**src/rtl/multicycle_cu_pkg.sv**
```systemverilog
// Shared definitions for the multicycle control unit (the cu_defs set):
// state codes, RV32I opcode values, mux-select encodings, ALU operation
// codes and the registered control-word payload.
package multicycle_cu_pkg;

  localparam int unsigned STATE_W  = 4;
  localparam int unsigned ALU_OP_W = 4;

  // FSM state codes; these are also the values reported on watch_stat.
  typedef enum logic [STATE_W-1:0] {
    ST_IDLE    = 4'd0,
    ST_FETCH   = 4'd1,
    ST_RR      = 4'd2,
    ST_EXI     = 4'd3,
    ST_EXB     = 4'd4,
    ST_EXU     = 4'd5,
    ST_MR      = 4'd6,
    ST_MW      = 4'd7,
    ST_WBI     = 4'd8,
    ST_WBF     = 4'd9,
    ST_WBM     = 4'd10,
    ST_WBP_JPR = 4'd11,
    ST_WBP_JPF = 4'd12,
    ST_BR      = 4'd13,
    ST_TRAP    = 4'd14
  } cu_state_e;

  // RV32I major opcodes (IR[6:0]).
  localparam logic [6:0] OPC_R      = 7'b0110011;
  localparam logic [6:0] OPC_I      = 7'b0010011;
  localparam logic [6:0] OPC_LUI    = 7'b0110111;
  localparam logic [6:0] OPC_AUIPC  = 7'b0010111;
  localparam logic [6:0] OPC_LOAD   = 7'b0000011;
  localparam logic [6:0] OPC_STORE  = 7'b0100011;
  localparam logic [6:0] OPC_BRANCH = 7'b1100011;
  localparam logic [6:0] OPC_JAL    = 7'b1101111;
  localparam logic [6:0] OPC_JALR   = 7'b1100111;

  // funct7 pattern selecting SUB / SRA(I).
  localparam logic [6:0] F7_ALT = 7'b0100000;

  // pc_update_sel
  localparam logic [1:0] PC_STEP = 2'b00;
  localparam logic [1:0] PC_REL  = 2'b01;
  localparam logic [1:0] PC_ALU  = 2'b10;

  // wb_sel
  localparam logic [1:0] WB_IMM  = 2'b00;
  localparam logic [1:0] WB_ALU  = 2'b01;
  localparam logic [1:0] WB_MDR  = 2'b10;
  localparam logic [1:0] WB_LINK = 2'b11;

  // ALU operand selects
  localparam logic LHS_A   = 1'b0;
  localparam logic LHS_P   = 1'b1;
  localparam logic RHS_B   = 1'b0;
  localparam logic RHS_IMM = 1'b1;

  // ALU operation codes
  localparam logic [ALU_OP_W-1:0] ALU_ADD  = 4'd0;
  localparam logic [ALU_OP_W-1:0] ALU_SUB  = 4'd1;
  localparam logic [ALU_OP_W-1:0] ALU_SLL  = 4'd2;
  localparam logic [ALU_OP_W-1:0] ALU_SLT  = 4'd3;
  localparam logic [ALU_OP_W-1:0] ALU_SLTU = 4'd4;
  localparam logic [ALU_OP_W-1:0] ALU_XOR  = 4'd5;
  localparam logic [ALU_OP_W-1:0] ALU_SRL  = 4'd6;
  localparam logic [ALU_OP_W-1:0] ALU_SRA  = 4'd7;
  localparam logic [ALU_OP_W-1:0] ALU_OR   = 4'd8;
  localparam logic [ALU_OP_W-1:0] ALU_AND  = 4'd9;

  // Registered control word; FETCH's ir_write/pc_write pulse is handled
  // separately because it follows imem_ack within the cycle.
  typedef struct packed {
    logic                imem_req;
    logic                dmem_req;
    logic                dmem_we;
    logic                pc_write;
    logic                regs_write;
    logic [1:0]          pc_update_sel;
    logic [ALU_OP_W-1:0] alu_op;
    logic                alu_lhs_sel;
    logic                alu_rhs_sel;
    logic [1:0]          wb_sel;
    logic                trap;
  } cu_ctrl_t;

  // Branch condition from funct3 and the ALU flags.
  function automatic logic branch_taken(input logic [2:0] f3, input logic zf,
                                        input logic lt, input logic ltu);
    logic t;
    unique case (f3)
      3'b000:  t = zf;
      3'b001:  t = !zf;
      3'b100:  t = lt;
      3'b101:  t = !lt;
      3'b110:  t = ltu;
      3'b111:  t = !ltu;
      default: t = 1'b0;
    endcase
    return t;
  endfunction

endpackage

```
**src/rtl/multicycle_cu_alu_dec.sv**
```systemverilog
// cu_alu_dec: combinational ALU-operation decode for the multicycle CU.
// Ports: opcode/funct3/funct7 (instruction fields) in, alu_op out.
// R/I types decode funct3 (funct7 == 0100000 selects SUB/SRA); BRANCH
// compares with SUB; every other opcode uses ADD for address/PC math.
module cu_alu_dec
  import multicycle_cu_pkg::*;
(
  input  logic [6:0]          opcode,
  input  logic [2:0]          funct3,
  input  logic [6:0]          funct7,
  output logic [ALU_OP_W-1:0] alu_op
);

  logic alt_c;
  assign alt_c = (funct7 == F7_ALT);

  // SUB only exists in R form; ADDI ignores funct7 (it is immediate data).
  always_comb begin
    alu_op = ALU_ADD;
    unique case (opcode)
      OPC_R, OPC_I: begin
        unique case (funct3)
          3'b000:  alu_op = (opcode == OPC_R && alt_c) ? ALU_SUB : ALU_ADD;
          3'b001:  alu_op = ALU_SLL;
          3'b010:  alu_op = ALU_SLT;
          3'b011:  alu_op = ALU_SLTU;
          3'b100:  alu_op = ALU_XOR;
          3'b101:  alu_op = alt_c ? ALU_SRA : ALU_SRL;
          3'b110:  alu_op = ALU_OR;
          default: alu_op = ALU_AND;
        endcase
      end
      OPC_BRANCH: alu_op = ALU_SUB;
      default:    alu_op = ALU_ADD;
    endcase
  end

endmodule

```
**src/rtl/multicycle_cu.sv**
```systemverilog
// multicycle_cu: control FSM for a multicycle RV32I datapath.
// Ports: clk, rst (async, active-high); instruction fields opcode/funct3/
// funct7; ALU flags zf/lt/ltu; memory acks imem_ack/dmem_ack. Outputs:
// memory requests, register enables, PC/ALU/writeback selects, trap and
// watch_stat (current state code).
// Configuration macro: MULTICYCLE_CU_TRAP_EN -- when defined, illegal
// instructions and memory waits of MEM_TIMEOUT cycles enter TRAP; when
// undefined, illegal instructions act as NOPs and waits are unbounded.
// Control outputs are registered from the next state, so they line up with
// watch_stat. ir_write/pc_write in FETCH follow imem_ack in the same cycle.
module multicycle_cu
  import multicycle_cu_pkg::*;
#(
  parameter int unsigned MEM_TIMEOUT = 16,
  parameter int unsigned STAT_W      = 4
) (
  input  logic              clk,
  input  logic              rst,
  input  logic [6:0]        opcode,
  input  logic [2:0]        funct3,
  input  logic [6:0]        funct7,
  input  logic              zf,
  input  logic              lt,
  input  logic              ltu,
  input  logic              imem_ack,
  input  logic              dmem_ack,
  output logic              imem_req,
  output logic              dmem_req,
  output logic              dmem_we,
  output logic              pc_write,
  output logic              ir_write,
  output logic              regs_write,
  output logic [1:0]        pc_update_sel,
  output logic [3:0]        alu_op,
  output logic              alu_lhs_sel,
  output logic              alu_rhs_sel,
  output logic [1:0]        wb_sel,
  output logic              trap,
  output logic [STAT_W-1:0] watch_stat
);

  cu_state_e           state_q, state_d;
  cu_ctrl_t            ctrl_q, ctrl_d;
  logic [ALU_OP_W-1:0] alu_op_dec;
  logic                illegal_c;
  logic                fetch_ack_c;

  cu_alu_dec u_alu_dec (
    .opcode (opcode),
    .funct3 (funct3),
    .funct7 (funct7),
    .alu_op (alu_op_dec)
  );

`ifdef MULTICYCLE_CU_TRAP_EN
  // Consecutive no-ack cycles in the current memory state.
  localparam int unsigned TMO_W = (MEM_TIMEOUT > 1) ? $clog2(MEM_TIMEOUT) : 1;
  logic [TMO_W-1:0] wait_q, wait_d;
  logic             mem_wait_c;
  logic             timeout_c;

  always_comb begin
    mem_wait_c = ((state_q == ST_FETCH) && !imem_ack) ||
                 ((state_q == ST_MR || state_q == ST_MW) && !dmem_ack);
    timeout_c  = (MEM_TIMEOUT != 0) && mem_wait_c &&
                 (wait_q == TMO_W'(MEM_TIMEOUT - 1));
    wait_d     = mem_wait_c ? wait_q + TMO_W'(1) : '0;
  end
`endif

  // Unknown opcodes and branch funct3 010/011 are illegal.
  always_comb begin
    illegal_c = 1'b0;
    unique case (opcode)
      OPC_R, OPC_I, OPC_LUI, OPC_AUIPC, OPC_LOAD,
      OPC_STORE, OPC_JAL, OPC_JALR: illegal_c = 1'b0;
      OPC_BRANCH: illegal_c = (funct3 == 3'b010) || (funct3 == 3'b011);
      default:    illegal_c = 1'b1;
    endcase
  end

  // Next-state and next control word.
  always_comb begin
    state_d = state_q;
    ctrl_d  = '0;

    unique case (state_q)
      ST_IDLE: state_d = ST_FETCH;
      ST_FETCH: begin
        if (imem_ack) begin
          if (illegal_c) begin
`ifdef MULTICYCLE_CU_TRAP_EN
            state_d = ST_TRAP;
`else
            state_d = ST_FETCH;
`endif
          end else begin
            unique case (opcode)
              OPC_LUI:   state_d = ST_WBI;
              OPC_AUIPC: state_d = ST_EXU;
              OPC_JAL:   state_d = ST_WBP_JPR;
              default:   state_d = ST_RR;
            endcase
          end
        end
`ifdef MULTICYCLE_CU_TRAP_EN
        else if (timeout_c) begin
          state_d = ST_TRAP;
        end
`endif
      end
      ST_RR: state_d = (opcode == OPC_R || opcode == OPC_BRANCH) ? ST_EXB : ST_EXI;
      ST_EXI: begin
        unique case (opcode)
          OPC_LOAD:  state_d = ST_MR;
          OPC_STORE: state_d = ST_MW;
          OPC_JALR:  state_d = ST_WBP_JPF;
          default:   state_d = ST_WBF;
        endcase
      end
      ST_EXB: state_d = (opcode == OPC_BRANCH) ? ST_BR : ST_WBF;
      ST_EXU: state_d = ST_WBF;
      ST_MR: begin
        if (dmem_ack) begin
          state_d = ST_WBM;
        end
`ifdef MULTICYCLE_CU_TRAP_EN
        else if (timeout_c) begin
          state_d = ST_TRAP;
        end
`endif
      end
      ST_MW: begin
        if (dmem_ack) begin
          state_d = ST_FETCH;
        end
`ifdef MULTICYCLE_CU_TRAP_EN
        else if (timeout_c) begin
          state_d = ST_TRAP;
        end
`endif
      end
      ST_TRAP: state_d = ST_TRAP;
      default: state_d = ST_FETCH;
    endcase

    // Control word for the state being entered. BR's taken decision uses
    // the flags produced by the compare in EXB.
    unique case (state_d)
      ST_FETCH: ctrl_d.imem_req = 1'b1;
      ST_EXI: begin
        ctrl_d.alu_rhs_sel = RHS_IMM;
        ctrl_d.alu_op      = alu_op_dec;
      end
      ST_EXB: begin
        ctrl_d.alu_rhs_sel = RHS_B;
        ctrl_d.alu_op      = alu_op_dec;
      end
      ST_EXU: begin
        ctrl_d.alu_lhs_sel = LHS_P;
        ctrl_d.alu_rhs_sel = RHS_IMM;
        ctrl_d.alu_op      = alu_op_dec;
      end
      ST_MR: ctrl_d.dmem_req = 1'b1;
      ST_MW: begin
        ctrl_d.dmem_req = 1'b1;
        ctrl_d.dmem_we  = 1'b1;
      end
      ST_WBI: begin
        ctrl_d.regs_write = 1'b1;
        ctrl_d.wb_sel     = WB_IMM;
      end
      ST_WBF: begin
        ctrl_d.regs_write = 1'b1;
        ctrl_d.wb_sel     = WB_ALU;
      end
      ST_WBM: begin
        ctrl_d.regs_write = 1'b1;
        ctrl_d.wb_sel     = WB_MDR;
      end
      ST_WBP_JPR, ST_WBP_JPF: begin
        ctrl_d.regs_write    = 1'b1;
        ctrl_d.wb_sel        = WB_LINK;
        ctrl_d.pc_write      = 1'b1;
        ctrl_d.pc_update_sel = (state_d == ST_WBP_JPR) ? PC_REL : PC_ALU;
      end
      ST_BR: begin
        if (branch_taken(funct3, zf, lt, ltu)) begin
          ctrl_d.pc_write      = 1'b1;
          ctrl_d.pc_update_sel = PC_REL;
        end
      end
      ST_TRAP: ctrl_d.trap = 1'b1;
      default: ctrl_d = '0;
    endcase
  end

  // State and control-word registers.
  always_ff @(posedge clk or posedge rst) begin
    if (rst) begin
      state_q <= ST_IDLE;
      ctrl_q  <= '0;
`ifdef MULTICYCLE_CU_TRAP_EN
      wait_q  <= '0;
`endif
    end else begin
      state_q <= state_d;
      ctrl_q  <= ctrl_d;
`ifdef MULTICYCLE_CU_TRAP_EN
      wait_q  <= wait_d;
`endif
    end
  end

  // IR load and PC step happen in the FETCH cycle that sees the ack.
  assign fetch_ack_c = (state_q == ST_FETCH) && imem_ack;

  assign imem_req      = ctrl_q.imem_req;
  assign dmem_req      = ctrl_q.dmem_req;
  assign dmem_we       = ctrl_q.dmem_we;
  assign ir_write      = fetch_ack_c;
  assign pc_write      = ctrl_q.pc_write | fetch_ack_c;
  assign regs_write    = ctrl_q.regs_write;
  assign pc_update_sel = ctrl_q.pc_update_sel;
  assign alu_op        = ctrl_q.alu_op;
  assign alu_lhs_sel   = ctrl_q.alu_lhs_sel;
  assign alu_rhs_sel   = ctrl_q.alu_rhs_sel;
  assign wb_sel        = ctrl_q.wb_sel;
  assign trap          = ctrl_q.trap;
  assign watch_stat    = STAT_W'(state_q);

endmodule

```
**config.mk**
```make
export PLATFORM = sky130hd
export DESIGN_NAME = multicycle_cu
export DESIGN_NICKNAME = d
export VERILOG_FILES = /design/src/rtl/multicycle_cu_pkg.sv /design/src/rtl/multicycle_cu_alu_dec.sv /design/src/rtl/multicycle_cu.sv
export SDC_FILE = /design/constraint.sdc
export NUM_CORES = 1
export LEC_CHECK = 0
export BUFFER_PORTS_ARGS = -buffer_cell sky130_fd_sc_hd__buf_4
export CORE_MARGIN = 2
export CORE_UTILIZATION = 50
export DETAILED_ROUTE_END_ITERATION = 10
export PLACE_DENSITY = 0.77
export SYNTH_ARGS = -nofsm -noshare
export SYNTH_HDL_FRONTEND = slang
export SYNTH_SLANG_ARGS = --single-unit
```
**constraint.sdc**
```tcl
create_clock -name clk -period 4.35 [get_ports clk]
set_clock_uncertainty 0.1 [all_clocks]
set_input_delay 0 -clock clk [delete_from_list [all_inputs] [get_ports clk]]
set_output_delay 0 -clock clk [all_outputs]
set_load 0.03 [all_outputs]
```
==> run summary <==
crit path time final -> 2.80 ns
clock tree buffer depth -> 2
vias in the first global route -> 1,119
later-pin clock latency in the skew report -> 0.30 ns
die footprint -> 3100 µm²
WS Path Type -> flip-flop to flip-flop
largest net degree at the start of global routing -> 21
min-delay worst type -> primary input to flip-flop
final hold violations -> 0
CP Launch Type -> flip-flop
Comb pwr share -> 42.6%
HPWL Detailed -> 2250 µm
Root Buffer -> clkbuf_4
Max Cap Viol -> 0
fillcell total -> 194
DR DRC count -> 0
Initial Util -> 53.5%
Syn Nets -> 170
DR vias -> 1,226
worst-margin pin slew -> 0.717 ns
most common cell after layout, fill and taps aside -> buf_4
Final nets -> 213
Clk pwr share -> 16.1%
Via density -> 5.65
gr ovfl total -> 0
IR drop worst, VDD -> 0.222 mV
initial antenna violation count -> 0
first-pass GRT wire length -> 5160 µm
CTS buffer count -> 3
PD cells -> 300 nW/µm²
Yosys reg bits -> 20
clock-pin slew on the worst setup and hold paths -> 0.09 ns
synthesis warning total -> 0
Reg power frac -> 41.3%
Crit. End Element -> flip-flop
GRT Util Overall -> 21.0%
hold wc startpoint -> imem_ack
switching power -> 0.000196 W
number of synthesized flops with an enable pin -> 0
Tcrit/Tclk final -> 64.3%
Seq/Total Area, Yosys -> 37.5%
Die Wd -> 55.7 µm
asr flop ratio synth -> 100%
WHS -> 0.0653 ns
flop2flop setup slack -> 1.55 ns
proportion of layout cells with a drive suffix above 1 -> 30.5%
WL final -> 3040 µm
initial DRC count -> 52
Mapped Cells -> 146
GP Congestion -> 0.861
TritonCTS clock tree -> yes
n_diodes -> 0
status -> finished clean
placed cells -> 206
Setup Total Neg Slack -> 0 ns
final cell count without fillers -> 217
core area -> 2500 µm²
Fmax achieved -> 358 MHz
CP Data Required Time -> 4.44 ns
clock sinks -> 20
Max-slew headroom -> 52.1%
Max H-tree Level -> 1
Port Buffers -> 44
switch share -> 38.1%
final setup violating endpoints -> 0
Rows -> 18
Pleak -> 0.820 nW
worst-path fanout max -> 9
Main synth FF type -> dfrtp_1
CP arrival -> 2.89 ns
Area Overhead vs Synth -> 28.6%
Setup crit start -> watch_stat[3]
RSZ-0062 raised after global routing -> no
Final Slew Violations -> 0
Avg Inst Size Synth -> 9.15 µm²
post-route ant nets -> 0
synthesized area -> 1340 µm²
internal cell power -> 0.000319 W
IO Pins -> 45
drt wl/cell -> 14.0 µm
commonest cells after routing, fill and taps aside -> buf_4, dfrtp_1
Cell variety after synth -> 47
DR pass1 iterations -> 4
Die Span Y -> 55.7 µm
reg-to-reg startpoint -> watch_stat[3]
-- logic make-up (layout without fill, tap and decap cells) --
family	after synthesis	in the layout	synth area share, %
compound gates	36	36	19.9
xor+xnor	3	3	1.97
buf+inv	23	64	9.18
flops	20	20	37.5
mux	2	2	1.50
simple gates	62	62	30.0
-- through the flow --
stage,power [W],setup slack [ns],utilization (%),instance area [µm²]
detailed placement,0.000427,2.11,64.6,1620
finish,0.000515,1.55,68.7,1720
CTS,0.000516,1.58,68.7,1720
global placement,0.000422,2.17,64.6,1620
floorplan,0.000357,2.18,-,1340
global route,0.000544,1.44,68.7,1720
-- power groups by stage --
stage,logic [W],registers (W),clock network [W]
detailed placement,0.000211,0.000216,0
floorplan,0.000123,0.000234,0
global placement,0.000207,0.000215,0
CTS,0.000218,0.000212,0.0000861
finish,0.000219,0.000213,0.0000831
global route,0.000236,0.000216,0.0000915
-- state kept, by name, summed over array words and instances, names as in the netlist, 2 cells and up --
register / flops
wb_sel: 2
watch_stat: 4
pc_update_sel: 2
alu_op: 4
-- Yosys cell counts (2+ instances only) --
cell type | number | area [µm²]
dfrtp_1 | 20 | 500
a21oi_1 | 8 | 40.0
buf_4 | 8 | 60.1
inv_1 | 8 | 30.0
nand3_1 | 8 | 40.0
nand2_1 | 7 | 26.3
nand2b_1 | 7 | 43.8
o21ai_0 | 7 | 35.0
and2_1 | 6 | 37.5
nor2_1 | 6 | 22.5
buf_2 | 5 | 25.0
nor2b_1 | 5 | 31.3
nor3_1 | 5 | 25.0
nand4_1 | 4 | 25.0
a211o_1 | 3 | 26.3
o211ai_1 | 3 | 22.5
a21o_1 | 2 | 15.0
and3b_1 | 2 | 17.5
mux2i_1 | 2 | 20.0
o31ai_1 | 2 | 15.0
xor2_1 | 2 | 17.5
-- layout make-up --
cell class / count / area, µm² / area share (%)
multi-input cells: 103 / 713 / 41.5
well taps: 30 / 37.5 / 2.18
repair buffers: 52 / 410 / 23.9
flip-flops and latches: 20 / 500 / 29.1
inverters: 9 / 33.8 / 1.97
clock buffers: 3 / 22.5 / 1.31
-- critical path, stage by stage (launching register included) --
cell,delay (ns)
dfrtp_1,0.49
or4b_1,0.55
a31oi_1,0.30
a221o_1,0.22
a31oi_4,0.08
a31oi_2,0.31
a21oi_1,0.07
dlygate4sd3_1,0.56
-- timing repair --
item | 4_1_cts | 5_1_grt
hold buffers | 8 | 0
resized for setup | 0 | 0
hold endpoints to repair | 24 | 0
setup buffers | 0 | 0
-- metal layers --
layer | wire (µm) | global-route usage (%) | vias to the layer above
li1 | - | - | 605
met1 | 1400 | 28.5 | 573
met2 | 1390 | 32.0 | 42
met3 | 176 | 3.26 | 6
met4 | 72 | 11.5 | 0
met5 | 0 | 0 | -
-- worst paths after layout --
path                               endpoint  cells after the start
setup reg to reg                  alu_op[0]                      7
hold / removal                  alu_lhs_sel                      4
hold reg to reg                        trap                      2
setup / recovery                  alu_op[0]                      7
min in group asynchronous         alu_op[2]                      3
max in group asynchronous  pc_update_sel[1]                      3
No activity file was read; power rests on OpenSTA's default activity.
